$ cat src/rtl/xs3_to_bin_seq_if.sv
// ---------------------------------------------------------------------------
// xs3_to_bin_seq_if
//
// Handshake bundle for the sequential excess-3 to binary converter.
//
// Parameters:
//   DIGITS : number of excess-3 digits per word
//   OUT_W  : binary result width
//   PW     : error-position width (derived from DIGITS)
//
// Signals:
//   in_valid, in_digits : producer -> converter word request
//   in_ready            : converter -> producer, word can be taken
//   out_valid, out_bin, out_error, out_err_pos : converter -> consumer result
//   out_ready           : consumer -> converter, result taken
//
// Modports: master (producer/consumer side), slave (converter side).
// ---------------------------------------------------------------------------
interface xs3_to_bin_seq_if #(
  parameter int DIGITS = 4,
  parameter int OUT_W  = 14,
  parameter int PW     = $clog2(DIGITS)
);
  logic                  in_valid;
  logic                  in_ready;
  logic [4*DIGITS-1:0]   in_digits;
  logic                  out_valid;
  logic                  out_ready;
  logic [OUT_W-1:0]      out_bin;
  logic                  out_error;
  logic [PW-1:0]         out_err_pos;

  modport master (
    output in_valid, in_digits, out_ready,
    input  in_ready, out_valid, out_bin, out_error, out_err_pos
  );

  modport slave (
    input  in_valid, in_digits, out_ready,
    output in_ready, out_valid, out_bin, out_error, out_err_pos
  );
endinterface

$ cat src/rtl/xs3_to_bin_seq.sv
// ---------------------------------------------------------------------------
// xs3_to_bin_seq
//
// Multi-digit sequential excess-3 to binary converter. A packed word of
// DIGITS excess-3 digits (MS digit in the top nibble) is accepted over a
// valid/ready handshake and converted one digit per clock with
// acc <- acc*10 + (d-3). The result is held with an error flag and the
// index of the first digit outside 3..12 until the consumer takes it.
//
// Ports:
//   clk : rising-edge clock
//   rst : synchronous, active-high reset
//   bus : xs3_to_bin_seq_if.slave (in_valid/in_ready/in_digits,
//         out_valid/out_ready/out_bin/out_error/out_err_pos)
//
// Configuration macro:
//   XS3_ERR_ABORT_EN : when defined, the first invalid digit ends the
//                      conversion immediately with out_bin forced to 0.
//                      When undefined, all DIGITS cycles always run and
//                      invalid digits contribute 0.
// ---------------------------------------------------------------------------
module xs3_to_bin_seq #(
  parameter int DIGITS = 4,
  parameter int OUT_W  = 14
) (
  input  logic              clk,
  input  logic              rst,
  xs3_to_bin_seq_if.slave   bus
);

  localparam int PW = $clog2(DIGITS);
  localparam logic [PW-1:0] LAST = PW'(DIGITS - 1);

  typedef enum logic [1:0] {IDLE, CONV, DONE} state_t;

  state_t              state, state_nxt;
  logic [4*DIGITS-1:0] sreg;
  logic [OUT_W-1:0]    acc;
  logic [PW-1:0]       cnt;
  logic                err;
  logic [PW-1:0]       err_pos;

  logic [3:0]          nib;
  logic                dig_ok;

  // acc*10 built from two shifts; wraps at OUT_W bits.
  function automatic logic [OUT_W-1:0] times10(input logic [OUT_W-1:0] a);
    return (a << 3) + (a << 1);
  endfunction

  // Decoded digit value of a legal excess-3 nibble.
  function automatic logic [OUT_W-1:0] xs3_val(input logic [3:0] d);
    logic [3:0] v;
    v = d - 4'd3;
    return OUT_W'(v);
  endfunction

  assign nib    = sreg[4*DIGITS-1 -: 4];
  assign dig_ok = (nib >= 4'd3) && (nib <= 4'd12);

  // State register
  always_ff @(posedge clk) begin
    if (rst) state <= IDLE;
    else     state <= state_nxt;
  end

  // Next-state logic
  always_comb begin
    state_nxt = state;
    case (state)
      IDLE: if (bus.in_valid) state_nxt = CONV;
      CONV: begin
`ifdef XS3_ERR_ABORT_EN
        if (!dig_ok || cnt == LAST) state_nxt = DONE;
`else
        if (cnt == LAST) state_nxt = DONE;
`endif
      end
      DONE: if (bus.out_ready) state_nxt = IDLE;
      default: state_nxt = IDLE;
    endcase
  end

  // Handshake outputs; in_ready is also forced high during reset so the
  // producer sees the block as free the moment reset is released.
  always_comb begin
    bus.in_ready  = (state == IDLE) || rst;
    bus.out_valid = (state == DONE);
  end

  // Datapath: capture in IDLE, one digit per edge in CONV, hold in DONE.
  always_ff @(posedge clk) begin
    if (rst) begin
      acc     <= '0;
      cnt     <= '0;
      err     <= 1'b0;
      err_pos <= '0;
    end else begin
      case (state)
        IDLE: begin
          if (bus.in_valid) begin
            sreg    <= bus.in_digits;
            acc     <= '0;
            cnt     <= '0;
            err     <= 1'b0;
            err_pos <= '0;
          end
        end
        CONV: begin
          sreg <= {sreg[4*DIGITS-5:0], 4'h0};
          cnt  <= cnt + PW'(1);
          if (dig_ok) begin
            acc <= times10(acc) + xs3_val(nib);
          end else begin
`ifdef XS3_ERR_ABORT_EN
            acc <= '0;
`else
            acc <= times10(acc);
`endif
            // Only the first offending digit records its position.
            if (!err) begin
              err     <= 1'b1;
              err_pos <= cnt;
            end
          end
        end
        default: ;
      endcase
    end
  end

  assign bus.out_bin     = acc;
  assign bus.out_error   = err;
  assign bus.out_err_pos = err_pos;

endmodule

$ cat src/flat_wrapper.sv
// flat-port wrapper written by rule: the top's interface ports become plain ports
module xs3_to_bin_seq_flat 
#(
  parameter int DIGITS = 4,
  parameter int OUT_W  = 14
)
  (clk, rst, bus_in_valid, bus_in_digits, bus_out_ready, bus_in_ready, bus_out_valid, bus_out_bin, bus_out_error, bus_out_err_pos);
  xs3_to_bin_seq_if #(.DIGITS(DIGITS), .OUT_W(OUT_W), .PW(($clog2(DIGITS)))) bus_i ();
  input  logic clk;
  input  logic rst;
  input wire logic [$bits(bus_i.in_valid)-1:0] bus_in_valid;
  input wire logic [$bits(bus_i.in_digits)-1:0] bus_in_digits;
  input wire logic [$bits(bus_i.out_ready)-1:0] bus_out_ready;
  output wire logic [$bits(bus_i.in_ready)-1:0] bus_in_ready;
  output wire logic [$bits(bus_i.out_valid)-1:0] bus_out_valid;
  output wire logic [$bits(bus_i.out_bin)-1:0] bus_out_bin;
  output wire logic [$bits(bus_i.out_error)-1:0] bus_out_error;
  output wire logic [$bits(bus_i.out_err_pos)-1:0] bus_out_err_pos;
  assign bus_i.in_valid = bus_in_valid;
  assign bus_i.in_digits = bus_in_digits;
  assign bus_i.out_ready = bus_out_ready;
  assign bus_in_ready = bus_i.in_ready;
  assign bus_out_valid = bus_i.out_valid;
  assign bus_out_bin = bus_i.out_bin;
  assign bus_out_error = bus_i.out_error;
  assign bus_out_err_pos = bus_i.out_err_pos;
  xs3_to_bin_seq #(.DIGITS(DIGITS), .OUT_W(OUT_W)) u_core (.clk(clk), .rst(rst), .bus(bus_i));
endmodule
$ cat config.mk
export PLATFORM = sky130hd
export DESIGN_NAME = xs3_to_bin_seq_flat
export DESIGN_NICKNAME = d
export VERILOG_FILES = /design/src/rtl/xs3_to_bin_seq_if.sv /design/src/rtl/xs3_to_bin_seq.sv /design/src/flat_wrapper.sv
export SDC_FILE = /design/constraint.sdc
export NUM_CORES = 1
export LEC_CHECK = 0
export ABC_AREA = 0
export CORE_ASPECT_RATIO = 0.6
export CORE_UTILIZATION = 58
export DETAILED_ROUTE_END_ITERATION = 10
export MAX_ROUTING_LAYER = met4
export PLACE_DENSITY = 0.95
export SYNTH_ARGS = -nofsm -noshare
export SYNTH_HDL_FRONTEND = slang
export SYNTH_SLANG_ARGS = --single-unit
$ cat constraint.sdc
create_clock -name clk -period 5.99 [get_ports clk]
set_input_delay 1.198 -clock clk [delete_from_list [all_inputs] [get_ports clk]]
set_output_delay 1.198 -clock clk [all_outputs]
set_load 0.005 [all_outputs]
==> results of run 1 <==
==> through the flow <==
stage / instance area [um2] / power (mW) / util, % / worst slack [ps] / cells
2_1_floorplan: 2490 / 0.379 / - / 3150 / 280
3_3_place_gp: 2920 / 0.416 / 70.8 / 2260 / 370
3_5_place_dp: 2920 / 0.422 / 70.8 / 2240 / 370
4_1_cts: 3030 / 0.626 / 73.4 / 2240 / 378
5_1_grt: 3030 / 0.656 / 73.4 / 2180 / 378
6_report: 3030 / 0.626 / 73.4 / 2240 / 378
==> flip-flops by register name, indices dropped and copies added, names as in the netlist <==
| name | cells |
|---|---|
| u_core.state | 2 |
| u_core.sreg | 16 |
| u_core.bus.out_error | 1 |
| u_core.bus.out_err_pos | 2 |
| u_core.cnt | 2 |
| u_core.bus.out_bin | 14 |
==> worst max-delay path: stages <==
cell             delay (ps)
clkdlybuf4s50_1         450
buf_4                   230
o21bai_1                150
clkdlybuf4s50_1         520
==> cell usage in the layout, fill, tap and decap left out, types with 6 or more instances in the layout <==
cell type        synthesis  final
and2_1                   7      7
inv_1                   10     10
ha_1                    16     16
o21ai_0                  8      8
a22oi_1                  6      6
nand2_1                 46     46
edfxtp_1                16     16
clkdlybuf4s50_1          0     38
xor2_1                   6      6
a21oi_1                 11     11
nor2b_1                  6      6
nor2_1                  31     31
dfxtp_1                 21     21
==> per-layer routing <==
layer / track usage (%) / up-vias / wire [um]
met5: - / - / 0
met3: 5.04 / 10 / 444
li1: - / 1096 / -
met2: 42.9 / 84 / 2610
met4: 8.33 / 0 / 82
met1: 40.9 / 1068 / 2810
==> area by class of cell <==
cell class	instances	area, um2	area share, %
clock buffer	6	72.6	2.40
clock inverter	2	33.8	1.12
inverter	10	37.5	1.24
multi-input combinational	223	1510	49.9
sequential	37	901	29.8
tap	60	75.1	2.48
timing repair buffer	40	395	13.1
==> final timing paths <==
kind                          startpoint                      to  slack, ps  depth (start not counted)
setup / recovery                     rst            bus_in_ready       2240                          4
hold / removal    u_core.bus.out_bin[13]  u_core.bus.out_bin[13]        480                          1
setup reg to reg   u_core.bus.out_bin[0]  u_core.bus.out_bin[13]       2830                          8
hold reg to reg   u_core.bus.out_bin[13]  u_core.bus.out_bin[13]        480                          1
==> logic make-up after synthesis <==
| logic type | count (synthesis) |
|---|---|
| compound gates | 71 |
| xor+xnor | 11 |
| fa+ha+maj | 18 |
| buf+inv | 20 |
| flops | 37 |
| mux | 2 |
| simple gates | 121 |
==> power breakdown <==
group | internal (mW) | leakage (nW) | switching (mW)
Combinational | 0.0584 | 0.867 | 0.0697
Sequential | 0.279 | 0.325 | 0.0127
Clock | 0.123 | 0.0528 | 0.0833
Total | 0.460 | 1.24 | 0.166
==> impl_metrics.csv, run 1 <==
group,metric,value,unit
status,status,"completed",
synthesis,synth_top_area_cell,"edfxtp_1",
worst_setup_path,crit_path_end_kind,"output port",
sta,hold-worst-slack,482,ps
grt,grt-ovfl-total,0,
sta,finalClockSkew,6.92,ps
floorplan,die_h,52.8,um
grt,antenna_found_initial,0,
clocking,cts_setup_buffers,0,
clocking,cts_num_sinks,37,
floorplan,initial_core_util,60.5,%
sta,fin_crit_sh,62.5,%
worst_setup_path,startpoint_type,"input port",
synthesis,syn_area,2490,um2
floorplan,die_area,4570,um2
synthesis,synth.most_common_cell,"nand2_1",
synthesis,muxShareOfSynthArea,0.803,%
synthesis,synth-adder-area-share,9.63,%
grt,grt_pass1_vias,1950,
floorplan,io_pins,39,
detailed_routing,drc,0,
clocking,clkTransAtPathRegs,70,ps
synthesis,yosys-top-cells-area,"edfxtp_1 19%, dfxtp_1 17%, ha_1 8.0%",
synthesis,ys_warn_count,0,
synthesis,synth_edf_count,16,
floorplan,coreArea,4120,um2
sta,hold_viol,0,
detailed_routing,vias_per_cell,5.97,
cells_and_area,diodes,0,
cells_and_area,drive_gt1_share,6.92,%
grt,grt_use_total,29.0,%
placed_design,dpl.hpwl,4.45,mm
detailed_routing,ant_nets,0,
worst_setup_path,cp.arrival,2550,ps
clocking,cts_root_buf,"clkbuf_8",
cells_and_area,nNetsFinal,355,
floorplan,core.rowCount,18,
synthesis,synthTopCellsByCount,"46 x nand2_1, 31 x nor2_1, 21 x dfxtp_1, 16 x edfxtp_1, 16 x ha_1",
sta,slew_headroom,14.9,%
placed_design,place_congestion,0.866,
sta,finalCriticalPeriod,3750,ps
synthesis,synth-simple-area-share,23.6,%
synthesis,synth_seq_cells,37,
synthesis,synthXorXnorAreaFrac,3.86,%
grt,grt_pass1_wl,9.49,mm
detailed_routing,wl_per_cell,15.7,um
detailed_routing,routed_wl,5.94,mm
synthesis,synth-main-ff-cell,"dfxtp_1",
synthesis,yosysSeqAreaShare,36.1,%
synthesis,netlist.area_leader.share,19.3,%
flow_run,maxCapViolCount,0,
synthesis,synth_top_family_by_area,"simple AND/OR/NAND/NOR gates",
clocking,cts.hold.buffers_added,0,
sta,setup_violations,0,
clocking,tritoncts,"done",
worst_setup_path,required,4790,ps
grt,grt_max_degree,21,
synthesis,synthesis.nets,318,
worst_hold_path,hold_class,"reg2reg",
synthesis,avgSynthCellArea,8.91,um2
synthesis,synth-compound-area-share,22.7,%
cells_and_area,area_growth,21.3,%
detailed_routing,num_vias,2258,
floorplan,die_w,86.7,um
sta,tns,0,ps
power,power_density,207,nW/um2
clocking,cts_resized,0,
sta,maxSlewViolCount,0,
clocking,clock_path_buffers,2,
clocking,h-tree-depth,2,
placed_design,port_buffers,38,
sta,max_freq,267,MHz
synthesis,synthCells,280,
power,p_leak,1.24,nW
worst_setup_path,crit_fanout,20,
clocking,cts_buffers,5,
detailed_routing,drtPass1Iterations,5,
worst_setup_path,worstSetupPathType,"in2out",
sta,tightest_slew,1270,ps
clocking,clock_latency,290,ps
cells_and_area,fill_cells,290,
synthesis,synth.distinct_cells,63,
synthesis,postSynth.asyncResetShare,0,%
power,ir_drop,203,uV
sta,grt_setup_unrepaired,"no",
detailed_routing,drt_iter0_markers,167,
No activity file was read; power rests on OpenSTA's default activity.
==> run 2: changes to the inputs <==
--- a/config.mk
+++ b/config.mk
@@ -7,10 +7,10 @@
 export LEC_CHECK = 0
 export ABC_AREA = 0
 export CORE_ASPECT_RATIO = 0.6
-export CORE_UTILIZATION = 58
+export CORE_UTILIZATION = 54
 export DETAILED_ROUTE_END_ITERATION = 10
 export MAX_ROUTING_LAYER = met4
-export PLACE_DENSITY = 0.95
+export PLACE_DENSITY = 0.92
 export SYNTH_ARGS = -nofsm -noshare
 export SYNTH_HDL_FRONTEND = slang
 export SYNTH_SLANG_ARGS = --single-unit
==> constraint.sdc (replaced) <==
create_clock -name clk -period 3.8 [get_ports clk]
set_input_delay 0.76 -clock clk [delete_from_list [all_inputs] [get_ports clk]]
set_output_delay 0.76 -clock clk [all_outputs]
set_load 0.005 [all_outputs]
==> run 2 against run 1 <==
Cell count is 0.26% higher; routed wire length is 0.27% higher; critical path depth is 4 higher; non-clock buffer count is 1 higher; clock-buffer cell count stayed put; register-to-register slack worse by 2000 ps; sequential share of layout area is 0.16 points higher; combinational power is 62% higher; flip-flop and latch count stayed put; die area is 7.2% higher; via count is 0.84% higher; first-iteration DRC count is 35% higher; largest power group unchanged; highest routed layer unchanged.
==> impl_metrics.csv, run 2 (synthesized netlist as in run 1, its figures left out) <==
group,metric,value,unit
cells_and_area,nNetsFinal,356,
placed_design,place_congestion,1.01,
grt,antenna_found_initial,0,
power,power_density,307,nW/um2
cells_and_area,area_growth,20.7,%
sta,finalClockSkew,8.25,ps
clocking,tritoncts,"done",
clocking,cts_setup_buffers,0,
clocking,cts_num_sinks,37,
sta,hold_viol,0,
placed_design,port_buffers,38,
worst_hold_path,hold_class,"reg2reg",
sta,setup_violations,0,
clocking,clock_latency,290,ps
sta,fin_crit_sh,79.0,%
sta,tightest_slew,690,ps
sta,grt_setup_unrepaired,"no",
clocking,clkTransAtPathRegs,70,ps
floorplan,die_w,89.7,um
flow_run,maxCapViolCount,0,
worst_setup_path,crit_path_end_kind,"flip-flop",
clocking,h-tree-depth,2,
worst_setup_path,crit_fanout,6,
cells_and_area,finalNonFillerCells,379,
grt,grt_pass1_vias,1976,
detailed_routing,drc,0,
floorplan,coreArea,4260,um2
clocking,cts_resized,0,
cells_and_area,largest_reg_flops,16,
worst_setup_path,r2r_slack,800,ps
cells_and_area,fill_cells,294,
detailed_routing,wl_per_cell,15.7,um
floorplan,die_h,54.6,um
power,ir_drop,296,uV
cells_and_area,diodes,0,
sta,maxSlewViolCount,0,
placed_design,dpl.hpwl,4.55,mm
worst_setup_path,r2r_cells,8,
detailed_routing,ant_nets,0,
placed_design,dpl.cell_count,371,
grt,grt-ovfl-total,0,
clocking,cts_root_buf,"clkbuf_8",
detailed_routing,drt_iter0_markers,225,
grt,grt_max_degree,21,
sta,max_freq,333,MHz
detailed_routing,drtPass1Iterations,5,
worst_setup_path,critPathCapture,"u_core.bus.out_bin[13]",
worst_setup_path,cp.arrival,3190,ps
clocking,clock_path_buffers,2,
worst_setup_path,required,3990,ps
clocking,cts_buffers,5,
sta,finalCriticalPeriod,3000,ps
floorplan,io_pins,39,
status,status,"completed",
sta,tns,0,ps
cells_and_area,layout_commonest_cell,"nand2_1",
grt,grt_use_total,26.3,%
worst_setup_path,worstSetupPathType,"reg2reg",
power,p_leak,1.24,nW
floorplan,core.rowCount,18,
worst_setup_path,critPathLaunch,"u_core.bus.out_bin[0]",
floorplan,die_area,4900,um2
detailed_routing,vias_per_cell,6.01,
cells_and_area,drive_gt1_share,7.52,%
clocking,cts.hold.buffers_added,0,
worst_setup_path,regToRegEndpoint,"u_core.bus.out_bin[13]",
detailed_routing,routed_wl,5.96,mm
sta,slew_headroom,54.0,%
grt,grt_pass1_wl,9.37,mm
worst_setup_path,startpoint_type,"flip-flop",
cells_and_area,largest_register,"u_core.sreg",
cells_and_area,mostFrequentLayoutCells,"46 x nand2_1, 38 x clkdlybuf4s50_1, 31 x nor2_1",
detailed_routing,num_vias,2277,
worst_setup_path,rr_startpoint,"u_core.bus.out_bin[0]",
floorplan,initial_core_util,58.6,%
run 2: cell types whose count changed in the layout (fill, tap and decap cells not counted):
cell / change
clkinv_1: -1
buf_4: +1
bufinv_16: -1
clkinv_2: +2
run 2: routing by layer:
metal / track usage [%] / share of wire (%) / vias to the layer above
li1: - / - / 1098
met5: - / 0 / -
met1: 35.2 / 48 / 1044
met4: 7.38 / 2.0 / 0
met3: 8.19 / 11 / 17
met2: 38.5 / 39 / 118
run 2: cell type report:
cell class / count / area (um2) / area share (%)
Timing Repair Buffer: 41 / 403 / 13.4
Multi-Input combinational cell: 223 / 1510 / 50.2
Inverter: 10 / 37.5 / 1.25
Clock buffer: 6 / 72.6 / 2.41
Sequential cell: 37 / 901 / 29.9
Clock inverter: 2 / 10.0 / 0.333
Tap cell: 60 / 75.1 / 2.49
run 2: worst max-delay path, cell delays in order (launching register included):
cell and delay, ps:
dfxtp_1 360, ha_1 260, fa_1 480, a211oi_2 270, nor2_1 110, nor4_4 440
nand4b_2 190, or4_1 530, a32o_1 260
run 2: worst min path at each step:
stage / from / cells after the start / end
floorplan: u_core.bus.out_bin[13] / 1 / u_core.bus.out_bin[13]
global placement: u_core.bus.out_bin[13] / 1 / u_core.bus.out_bin[13]
detailed placement: u_core.bus.out_bin[13] / 1 / u_core.bus.out_bin[13]
CTS: u_core.bus.out_bin[13] / 1 / u_core.bus.out_bin[13]
global route: u_core.bus.out_bin[13] / 1 / u_core.bus.out_bin[13]
finish: u_core.bus.out_bin[13] / 1 / u_core.bus.out_bin[13]
run 2: power by group:
group | total, mW | internal (mW) | switching (mW) | leakage, nW
sequential | 0.459 | 0.440 | 0.0192 | 0.325
clock | 0.258 | 0.127 | 0.132 | 0.0450
combinational | 0.207 | 0.0931 | 0.114 | 0.872
total | 0.924 | 0.660 | 0.264 | 1.24
run 2: stage by stage:
step                      worst slack [ps]  area [um2]  hold slack, ps  utilization, %  power (mW)
after detailed placement               826        2930             458            68.8       0.668
after global routing                   650        3010             520            70.7       0.972
after floorplan                        987        2490             466               -       0.598
after CTS                              811        3010             475            70.7       0.925
final                                  798        3010             474            70.7       0.924
after global placement                 921        2930             454            68.8       0.661
